`config.mk`:
```
export PLATFORM = sky130hd
export DESIGN_NAME = reduce_engine
export DESIGN_NICKNAME = d
export VERILOG_FILES = /design/src/rtl/reduce_engine.sv
export SDC_FILE = /design/constraint.sdc
export NUM_CORES = 1
export LEC_CHECK = 0
export ABC_CLOCK_PERIOD_IN_PS = 3180
export CAP_MARGIN = 15
export CORE_MARGIN = 2
export CORE_UTILIZATION = 48
export CTS_CLUSTER_SIZE = 12
export DETAILED_ROUTE_END_ITERATION = 10
export PLACE_DENSITY = 0.86
export SLEW_MARGIN = 0
export SYNTH_ARGS = -nofsm -noshare
export SYNTH_HDL_FRONTEND = slang
export SYNTH_SLANG_ARGS = --single-unit
```
`constraint.sdc`:
```
create_clock -name clk -period 3.18 [get_ports clk]
set_input_delay 0.318 -clock clk [delete_from_list [all_inputs] [get_ports clk]]
set_output_delay 0.318 -clock clk [all_outputs]
set_load 0.1 [all_outputs]
```
`src/rtl/reduce_engine.sv`:
```
// Multi-cycle bitwise reduction engine: folds LANES words per cycle into an accumulator
// and returns a column-wise result plus a single-bit full reduction.
module reduce_engine #(
  parameter int unsigned PORT_NUM = 8,
  parameter int unsigned WIDTH    = 8,
  parameter int unsigned LANES    = 2
) (
  input  logic                      clk,
  input  logic                      reset,
  input  logic                      in_valid,
  output logic                      in_ready,
  input  logic [1:0]                in_mode,
  input  logic [PORT_NUM*WIDTH-1:0] in_data,
  output logic                      out_valid,
  input  logic                      out_ready,
  output logic [WIDTH-1:0]          out_vec,
  output logic                      out_bit,
  output logic                      busy
);

  localparam int unsigned STEPS = PORT_NUM / LANES;
  localparam int unsigned CNT_W = (STEPS > 1) ? $clog2(STEPS) : 1;

  localparam logic [1:0] ModeAnd  = 2'b00;
  localparam logic [1:0] ModeOr   = 2'b01;
  localparam logic [1:0] ModeXor  = 2'b10;
  localparam logic [1:0] ModeNand = 2'b11;

  typedef enum logic [1:0] {StIdle, StBusy, StDone} state_e;

  state_e                    state_q, state_d;
  logic [CNT_W-1:0]          cnt_q, cnt_d;
  logic [WIDTH-1:0]          acc_q, acc_d;
  logic [PORT_NUM*WIDTH-1:0] data_q;
  logic [1:0]                mode_q;
  logic [WIDTH-1:0]          vec_q, vec_d;
  logic                      bit_q, bit_d;
  logic [WIDTH-1:0]          fold;
  logic                      accept;

  assign in_ready  = (state_q == StIdle) || ((state_q == StDone) && out_ready);
  assign accept    = in_valid && in_ready;
  assign out_valid = (state_q == StDone);
  assign busy      = (state_q == StBusy);
  assign out_vec   = vec_q;
  assign out_bit   = bit_q;

  // Fold the current group of LANES words into the accumulator; NAND folds as AND.
  always_comb begin
    fold = acc_q;
    for (int unsigned l = 0; l < LANES; l++) begin
      case (mode_q)
        ModeOr:  fold = fold | data_q[(int'(cnt_q) * LANES + l) * WIDTH +: WIDTH];
        ModeXor: fold = fold ^ data_q[(int'(cnt_q) * LANES + l) * WIDTH +: WIDTH];
        default: fold = fold & data_q[(int'(cnt_q) * LANES + l) * WIDTH +: WIDTH];
      endcase
    end
  end

  always_comb begin
    state_d = state_q;
    cnt_d   = cnt_q;
    acc_d   = acc_q;
    vec_d   = vec_q;
    bit_d   = bit_q;

    unique case (state_q)
      StIdle: begin
        if (accept) state_d = StBusy;
      end
      StBusy: begin
        acc_d = fold;
        cnt_d = cnt_q + 1'b1;
        if (cnt_q == CNT_W'(STEPS - 1)) begin
          state_d = StDone;
          cnt_d   = '0;
          vec_d   = (mode_q == ModeNand) ? ~fold : fold;
          case (mode_q)
            ModeAnd: bit_d = &fold;
            ModeOr:  bit_d = |fold;
            ModeXor: bit_d = ^fold;
            default: bit_d = ~&fold;
          endcase
        end
      end
      StDone: begin
        if (accept)         state_d = StBusy;
        else if (out_ready) state_d = StIdle;
      end
      default: state_d = StIdle;
    endcase

    if (accept) begin
      cnt_d = '0;
      acc_d = (in_mode == ModeAnd || in_mode == ModeNand) ? '1 : '0;
    end
  end

  always_ff @(posedge clk) begin
    if (reset) begin
      state_q <= StIdle;
      cnt_q   <= '0;
      acc_q   <= '0;
      data_q  <= '0;
      mode_q  <= ModeAnd;
      vec_q   <= '0;
      bit_q   <= 1'b0;
    end else begin
      state_q <= state_d;
      cnt_q   <= cnt_d;
      acc_q   <= acc_d;
      vec_q   <= vec_d;
      bit_q   <= bit_d;
      if (accept) begin
        data_q <= in_data;
        mode_q <= in_mode;
      end
    end
  end

endmodule

```
### Word-level counts from Yosys, hierarchy flattened

Cells that the tools add are included.

* RAM bits: 0
* memories: 0
* output and inout port bits: 12
* register bits: 87
* bits in latches: 0
* word-level logic and storage cells: 56
* input bits: 70
* memory bits (read-only): 0

* reductions and logical operators: 15
* div/mod/pow operators: 0
* add/subtract/negate cells: 2
* bitwise gates (word level): 7
* multiplexer cells: 13
* $mul: 0
* equal/unequal tests: 10
* magnitude comparators: 0
* shift-type cells: 2

Operators with widths (count)
* $shiftx A64 B7 Y8: 1
* $shiftx A64 B8 Y8: 1
* $mux W8: 4
* $pmux W8 S2: 2
* $and A8 B8 Y8: 2
* $or A8 B8 Y8: 2
* $xor A8 B8 Y8: 2
* $eq A2 B2 Y1 const B: 5
* $mux W2: 5
* $not A8 Y8: 1
* $reduce_and A8 Y1: 1
* $reduce_or A8 Y1: 1
* $reduce_xor A8 Y1: 1
* $logic_not A2 Y1: 3
* $pmux W2 S3: 1
* $add A3 B1 Y4 const B: 1
* $eq A2 B1 Y1 const B: 2
* $ne A3 B1 Y1 const B: 1
* $pmux W1 S3: 1
* $reduce_and A3 Y1: 1
* $add A2 B1 Y2 const B: 1
* $logic_and A1 B1 Y1: 2
* $logic_or A1 B1 Y1: 2
* $ne A2 B1 Y1 const B: 1
* 5 further kinds: 5

### Longest topological paths before layout

Gate-level depths: netlist of run 1.

* depth in word-level cells: 8
* mapped depth: 19

### Worst setup path before layout of run 1

Ideal clock, no wire load.

* path kind: register to register
* from: reg cnt_q[1]
* to: reg bit_q (netlist: out_bit)
* setup time: 0.132 ns
* cell stages (with the launch flop): 18
* arrival: 3.316 ns
* path buffers: 2
* path slack: -0.268 ns
* period minus slack after synthesis: 3.448 ns
* data required time: 3.048 ns
* path through: dfxtp_1 > buf_2 > buf_2 > mux4_2 > inv_1 > ha_1 > a22oi_1 > a21o_1 > ha_1 > a22oi_1 > a21oi_2 > inv_1 > ha_1 > xor2_1 > xnor2_1 > a221o_1 > o21ai_0 > a21oi_1

* longest elaborated chain between the ends: 8
* elaborated cells on any way between the ends: 18

Ends and longest elaborated chain
* start: declaration: RTL line 32 `logic [CNT_W-1:0] cnt_q, cnt_d;`
* start signal: assignment: RTL line 110 `cnt_q <= cnt_d;`
* branches (longest 8 deep; another with $add A3 B1 Y4)
* end signal: assignment: RTL line 113 `bit_q <= bit_d;`
* end: declaration: RTL line 37 `logic bit_q, bit_d;`

Several ways; the timed one is not identified.
A chain may end at the register's enable or synchronous reset.

### Final worst setup path of run 1

* from: reg cnt_q[0]
* to: reg bit_q (netlist: out_bit)

Same word-level chain as after synthesis.

==> results of run 1 <==
synth_stat cells (2+ instances only):
| library cell | n |
|---|---|
| a21oi_4 | 2 |
| and2b_1 | 2 |
| xor2_1 | 2 |
| a21oi_1 | 80 |
| buf_4 | 7 |
| nor2_2 | 2 |
| a31oi_2 | 2 |
| a21oi_2 | 5 |
| nor3_1 | 10 |
| mux4_2 | 16 |
| mux2i_1 | 2 |
| xnor2_1 | 10 |
| buf_1 | 4 |
| dfxtp_1 | 87 |
| clkbuf_1 | 10 |
| nand2_1 | 136 |
| nor2_1 | 34 |
| a22oi_1 | 12 |
| a21o_1 | 8 |
| a211oi_2 | 5 |
| a211oi_1 | 3 |
| a22oi_2 | 2 |
| inv_1 | 54 |
| nand2b_1 | 6 |
| ha_1 | 44 |
| buf_6 | 11 |
| buf_2 | 7 |
final cells by class:
class,instances,area [um2]
clock buffer,9,124
inverter,54,203
clock inverter,7,72.6
multi-input combinational,393,2840
sequential,87,1750
timing repair buffer,109,1090
fill,749,3580
tap,133,166
metrics by stage:
stage	util, %	instances	TNS (ns)
after CTS	62.8	792	-0.252
after detailed placement	59.6	774	-0.270
after global placement	59.6	774	-0.107
final	63.5	792	-0.329
after global routing	63.5	792	-0.399
after floorplan	-	574	-0.0491
cells in the final DEF, fill, tap and decap left out, types with 6 or more instances in the layout:
cell,synthesis,final
xnor2_1,10,9
inv_2,0,11
a21oi_1,80,80
a21o_1,8,8
ha_4,0,10
clkbuf_8,0,9
nand2_1,136,136
nor3_1,10,10
clkdlybuf4s50_1,0,77
ha_1,44,34
nor2_1,34,34
inv_1,54,43
mux4_2,16,16
buf_12,1,6
buf_4,7,24
a22oi_2,2,11
dfxtp_1,87,86
kinds of logic after synthesis:
| family | count (synthesis) | synth area share, % |
|---|---|---|
| AO/OA/AOI/OAI | 122 | 16.1 |
| XOR/XNOR | 12 | 2.16 |
| adder cells (fa/ha/maj) | 44 | 11.3 |
| buffers and inverters | 94 | 10.0 |
| flip-flops | 87 | 35.8 |
| multiplexers | 18 | 7.82 |
| AND/OR/NAND/NOR | 197 | 16.8 |
sequential cells by signal (all words and copies together), names as in the netlist:
name / count
out_bit: 1
acc_q: 8
state_q: 2
mode_q: 2
out_vec: 8
cnt_q: 2
data_q: 64
worst max-delay path by stage:
stage / from / to / slack [ns] / cells after the start
final: cnt_q[0] / out_bit / -0.33 / 16
after global routing: cnt_q[0] / out_bit / -0.40 / 16
after CTS: cnt_q[0] / out_bit / -0.25 / 16
after detailed placement: cnt_q[0] / out_bit / -0.27 / 16
after global placement: cnt_q[0] / out_bit / -0.11 / 16
after floorplan: cnt_q[0] / out_bit / -0.05 / 16
metal layers:
layer	track usage, %	vias up	part of all wire [%]
li1	-	2039	-
met1	25.0	1982	39
met2	39.7	192	50
met3	5.43	42	6.7
met4	11.9	0	3.8
met5	0	-	0
what timing repair did:
item / CTS / global route
buffers inserted: 2 / 0
hold buffers: 0 / 0
endpoints found under the hold margin: 0 / 0
resized for setup: 17 / 14
endpoints found under the setup margin: 1 / 1
pin swaps: 22 / 18
power by group:
part	switching (mW)	total [mW]	internal (mW)
combinational	0.414	0.794	0.380
sequential	0.0454	1.20	1.16
clock	0.424	0.789	0.366
total	0.883	2.78	1.90
==> impl_metrics.csv, run 1 <==
group,metric,value,unit
worst_setup_path,r2r_end,"out_bit",
worst_setup_path,cpMostUsedCell,"ha_4",
logic_synthesis,synth_cell_types,38,
logic_synthesis,synth_top_cell_by_area,"dfxtp_1",
placement,post-dp-hpwl,8.54,mm
clock_network,cts_num_sinks,87,
floorplan,core_area,0.00982,mm2
layout,layout-drive-gt1-share,18.2,%
sta,setup_slack,-0.329,ns
global_route,grt_remaining_overflow,0,
clock_network,clock_latency,0.37,ns
routing,routed_wl,12.6,mm
worst_setup_path,end_kind,"flop",
placement,io_buffers,81,
worst_setup_path,path_cells,"buf_12, mux4_2, inv_2, ha_4, a22oi_2, a21o_1, ha_4, a22oi_2, a21oi_2, inv_2, ha_4, xor2_2, xnor2_1, a221o_1, o21ai_1, a21oi_1",
layout,area_delta_synth_final,28.1,%
routing,first_pass_iters,5,
power_and_ir_drop,p_leak,2.51,nW
layout,diodes,0,
routing,detail_route.vias_per_cell,5.37,
floorplan,die_w,105,um
hold_path,hold-path-endpoint,"state_q[0]",
logic_synthesis,synth.yosys.seq_area_share,35.8,%
sta,maxSlewHeadroom,34.7,%
sta,drv_slew,0,
floorplan,rows,36,
logic_synthesis,synth_area_leaders,"dfxtp_1 36%, ha_1 11%, nand2_1 10%",
power_and_ir_drop,powerDensity,447,mW/mm2
power_and_ir_drop,power,2.78,mW
logic_synthesis,synth_edf_count,0,
clock_network,clk_pin_slew,0.09,ns
routing,avgRoutedWirePerCell,15.9,um
worst_setup_path,reg2reg_from,"cnt_q[0]",
hold_path,hold_depth,2,
clock_network,cts_buffers,9,
sta,hold_viol,0,
clock_network,cts_buffer_depth,2,
hold_path,worstHoldStart,"reset",
worst_setup_path,critPathBufInv,3,
run_status,status,"complete, but fails checks",
layout,fin_nets,768,
sta,fin_hold_ws,0.343,ns
sta,fin_crit_sh,110,%
placement,gp_congestion,0.878,
sta,finalCriticalPeriod,3.51,ns
routing,ant_nets,0,
worst_setup_path,worstPathArrival,3.74,ns
worst_setup_path,r2r_cells,16,
routing,num_vias,4255,
logic_synthesis,syn_nets,688,
logic_synthesis,syn_inst,574,
worst_setup_path,critical_path_class,"flop to flop",
power_and_ir_drop,peakVddDrop,0.314,mV
worst_setup_path,regToRegSetupSlack,-0.33,ns
worst_setup_path,critPathMaxStageDelay,0.54,ns
sta,max_freq,285,MHz
logic_synthesis,synthFlopType,"dfxtp_1",
clock_network,cts_tree,"done",
floorplan,initial_core_util,49.6,%
placement,dpl_worst_slack,-0.270,ns
worst_setup_path,required,3.42,ns
logic_synthesis,yosysTopAreaCellShare,35.8,%
worst_setup_path,cp_top_family,"compound AO/OA/AOI/OAI gates",
floorplan,io_pins,82,
worst_setup_path,crit_path_start_kind,"flop",
layout,post-route-cell-area,0.00624,mm2
flow_run,maxCapViolations,0,
routing,drc_errors,0,
worst_setup_path,cp_max_fo,6,
floorplan,die_h,105,um
global_route,antenna_found_initial,0,
global_route,grt_pass1_wl,19.8,mm
clock_network,clockRootBuffer,"clkbuf_8",
logic_synthesis,ys_seq_elements,87,
global_route,grt_start_max_net_pins,46,
hold_path,worstHoldPathType,"primary input to flop",
run_status,violations,"negative setup slack",
placement,postPlaceCellArea,0.00585,mm2
sta,rsz0062_at_grt,"yes",
sta,fin_skew,0.0106,ns
sta,setup_violations,1,
worst_setup_path,cp_slowest_cell,"mux4_2",
sta,worst_pin_slew,0.976,ns
global_route,grt_pass1_vias,4300,
routing,drtIter0Drc,329,
clock_network,htree_levels,3,
floorplan,die_area,0.0110,mm2
logic_synthesis,ys_warn_count,0,
logic_synthesis,syn_area_per_cell,8.48,um2
logic_synthesis,postSynth.asyncResetShare,0,%
global_route,grt_usage,22.5,%
logic_synthesis,synth_area,0.00487,mm2
Note: power is estimated with default switching activity, not from simulation.
==> run 2: changes to the inputs <==
--- a/config.mk
+++ b/config.mk
@@ -8,10 +8,12 @@
 export ABC_CLOCK_PERIOD_IN_PS = 3180
 export CAP_MARGIN = 15
 export CORE_MARGIN = 2
-export CORE_UTILIZATION = 48
+export CORE_UTILIZATION = 50
+export CTS_BUF_LIST = sky130_fd_sc_hd__clkbuf_4 sky130_fd_sc_hd__clkbuf_8
 export CTS_CLUSTER_SIZE = 12
 export DETAILED_ROUTE_END_ITERATION = 10
-export PLACE_DENSITY = 0.86
+export PLACE_DENSITY = 0.89
+export SKIP_LAST_GASP = 1
 export SLEW_MARGIN = 0
 export SYNTH_ARGS = -nofsm -noshare
 export SYNTH_HDL_FRONTEND = slang
==> run 2 against run 1 <==
  * The run still ends with negative setup slack left
  * Combinational power fell by 7.6%
  * Clock-buffer cell count rose by 2
  * Wire length fell by 4.2%
  * Non-clock buffer count rose by 4
  * Via count fell by 0.28%
  * Setup slack improved by 0.018 ns
  * Clock power fell by 3.8%
  * Sequential share of layout area rose by 0.47 points
  * Sequential cell count did not move
  * Register-to-register slack improved by 0.02 ns
==> impl_metrics.csv, run 2 (same netlist as run 1, synthesis figures left out) <==
group,metric,value,unit
worst_setup_path,end_kind,"flop",
routing,ant_nets,0,
layout,final_core_util,63.9,%
global_route,grt_remaining_overflow,0,
sta,worst_pin_slew,0.982,ns
clock_network,clk_pin_slew,0.08,ns
placement,gp_congestion,0.899,
layout,layout-drive-gt1-share,16.3,%
worst_setup_path,regToRegSetupSlack,-0.31,ns
layout,diodes,0,
worst_setup_path,crit_end,"out_bit",
clock_network,clockRootBuffer,"clkbuf_8",
power_and_ir_drop,p_leak,2.51,nW
floorplan,core_area,0.00959,mm2
sta,fin_hold_ws,0.457,ns
floorplan,initial_core_util,50.7,%
worst_setup_path,r2r_cells,17,
clock_network,cts_num_sinks,87,
clock_network,cts_buffers,9,
floorplan,die_area,0.0105,mm2
routing,detail_route.vias_per_cell,5.34,
sta,finalCriticalPeriod,3.49,ns
placement,io_buffers,81,
sta,setup_violations,1,
routing,drc_errors,0,
power_and_ir_drop,powerDensity,439,mW/mm2
sta,fin_crit_sh,110,%
layout,final_common_cell,"nand2_1",
run_status,status,"complete, but fails checks",
floorplan,die_h,103,um
global_route,grt_usage,22.7,%
worst_setup_path,cp_max_fo,3,
worst_setup_path,startpoint,"cnt_q[0]",
sta,rsz0062_at_grt,"yes",
floorplan,rows,36,
clock_network,cts_tree,"done",
run_status,violations,"negative setup slack",
sta,fin_skew,0.00511,ns
sta,maxSlewHeadroom,34.3,%
global_route,antenna_found_initial,0,
hold_path,worstHoldStart,"data_q[8]",
routing,first_pass_iters,4,
power_and_ir_drop,peakVddDrop,0.387,mV
global_route,grt_pass1_wl,18.7,mm
clock_network,cts_buffer_depth,2,
clock_network,clock_latency,0.36,ns
worst_setup_path,reg2reg_from,"cnt_q[0]",
clock_network,htree_levels,3,
layout,fin_nets,772,
routing,avgRoutedWirePerCell,15.2,um
layout,layout_common_cells,"136 x nand2_1, 86 x dfxtp_1, 80 x a21oi_1",
routing,drtIter0Drc,274,
worst_setup_path,r2r_end,"out_bit",
layout,top_register,"data_q",
flow_run,maxCapViolations,0,
sta,setup_slack,-0.310,ns
global_route,grt_pass1_vias,4123,
layout,area_delta_synth_final,26.0,%
worst_setup_path,worstPathArrival,3.73,ns
hold_path,hold_depth,2,
floorplan,die_w,103,um
worst_setup_path,crit_path_start_kind,"flop",
routing,num_vias,4243,
sta,max_freq,287,MHz
global_route,grt_start_max_net_pins,88,
worst_setup_path,required,3.42,ns
clock_network,holdBufCountCts,0,
hold_path,worstHoldPathType,"flop to flop",
layout,largest_reg_flops,64,
sta,fin_setup_tns,-0.310,ns
routing,routed_wl,12.1,mm
sta,drv_slew,0,
floorplan,io_pins,82,
sta,hold_viol,0,
worst_setup_path,critical_path_class,"flop to flop",
placement,post-dp-hpwl,8.43,mm
run 2: cell types whose count changed in the layout (fill, tap and decap cells not counted), sizes merged:
cell    previous run  this run
inv               55        54
buf               32        36
clkinv             4         2
clkbuf             9        11
run 2: final cells by class:
class | count | area [um2]
well taps | 133 | 166
clock inverters | 4 | 47.5
repair buffers | 113 | 1100
multi-input cells | 393 | 2730
flip-flops and latches | 87 | 1750
inverters | 54 | 203
fillers | 699 | 3460
clock buffers | 11 | 139
run 2: per-stage QoR:
| stage | setup slack, ns | instances | total power [mW] | instance area (um2) |
|---|---|---|---|---|
| final | -0.310 | 795 | 2.69 | 6130 |
| after CTS | -0.208 | 795 | 2.65 | 6070 |
| after floorplan | -0.0491 | 574 | 1.67 | 4910 |
| after detailed placement | -0.209 | 779 | 1.91 | 5870 |
| after global routing | -0.423 | 795 | 2.81 | 6130 |
| after global placement | -0.0990 | 779 | 1.87 | 5870 |
run 2: worst min-delay path by stage:
stage | end | slack (ns)
6_report | data_q[8] | 0.46
4_1_cts | data_q[61] | 0.46
3_5_place_dp | data_q[61] | 0.45
2_1_floorplan | data_q[24] | 0.43
3_3_place_gp | data_q[11] | 0.44
5_1_grt | data_q[29] | 0.48
run 2: timing repair:
| item | in CTS | in global routing |
|---|---|---|
| cloned | 0 | 0 |
| pin swaps | 5 | 15 |
| endpoints found under the hold margin | 0 | 0 |
| setup endpoints to repair | 1 | 1 |
| buffers inserted | 1 | 0 |
| resized for setup | 2 | 13 |
run 2: layer usage:
| layer | GRT usage, % | part of all wire (%) | vias to the layer above |
|---|---|---|---|
| met1 | 25.9 | 40 | 2004 |
| met5 | 0 | 0 | - |
| met4 | 10.6 | 4.2 | 0 |
| met3 | 4.95 | 5.1 | 46 |
| li1 | - | - | 2048 |
| met2 | 40.3 | 51 | 145 |
run 2: power by group:
part	leakage, nW	internal, mW	total (mW)	switching, mW
combinational	1.70	0.344	0.734	0.390
clock	0.0960	0.374	0.759	0.385
sequential	0.714	1.16	1.20	0.0427
total	2.51	1.87	2.69	0.818
run 2: worst max-delay path: stages, from the launching register on:
cell and delay [ns]:
dfxtp_4 0.37, buf_6 0.11, mux4_2 0.52, inv_1 0.08, ha_1 0.22, a22oi_1 0.20
a21o_1 0.16, ha_1 0.16, inv_1 0.07, a22oi_2 0.24, a21oi_2 0.09, inv_1 0.07
ha_1 0.23, xnor2_1 0.18, xnor2_1 0.11, a221o_1 0.33, o21ai_1 0.14, a21oi_1 0.07
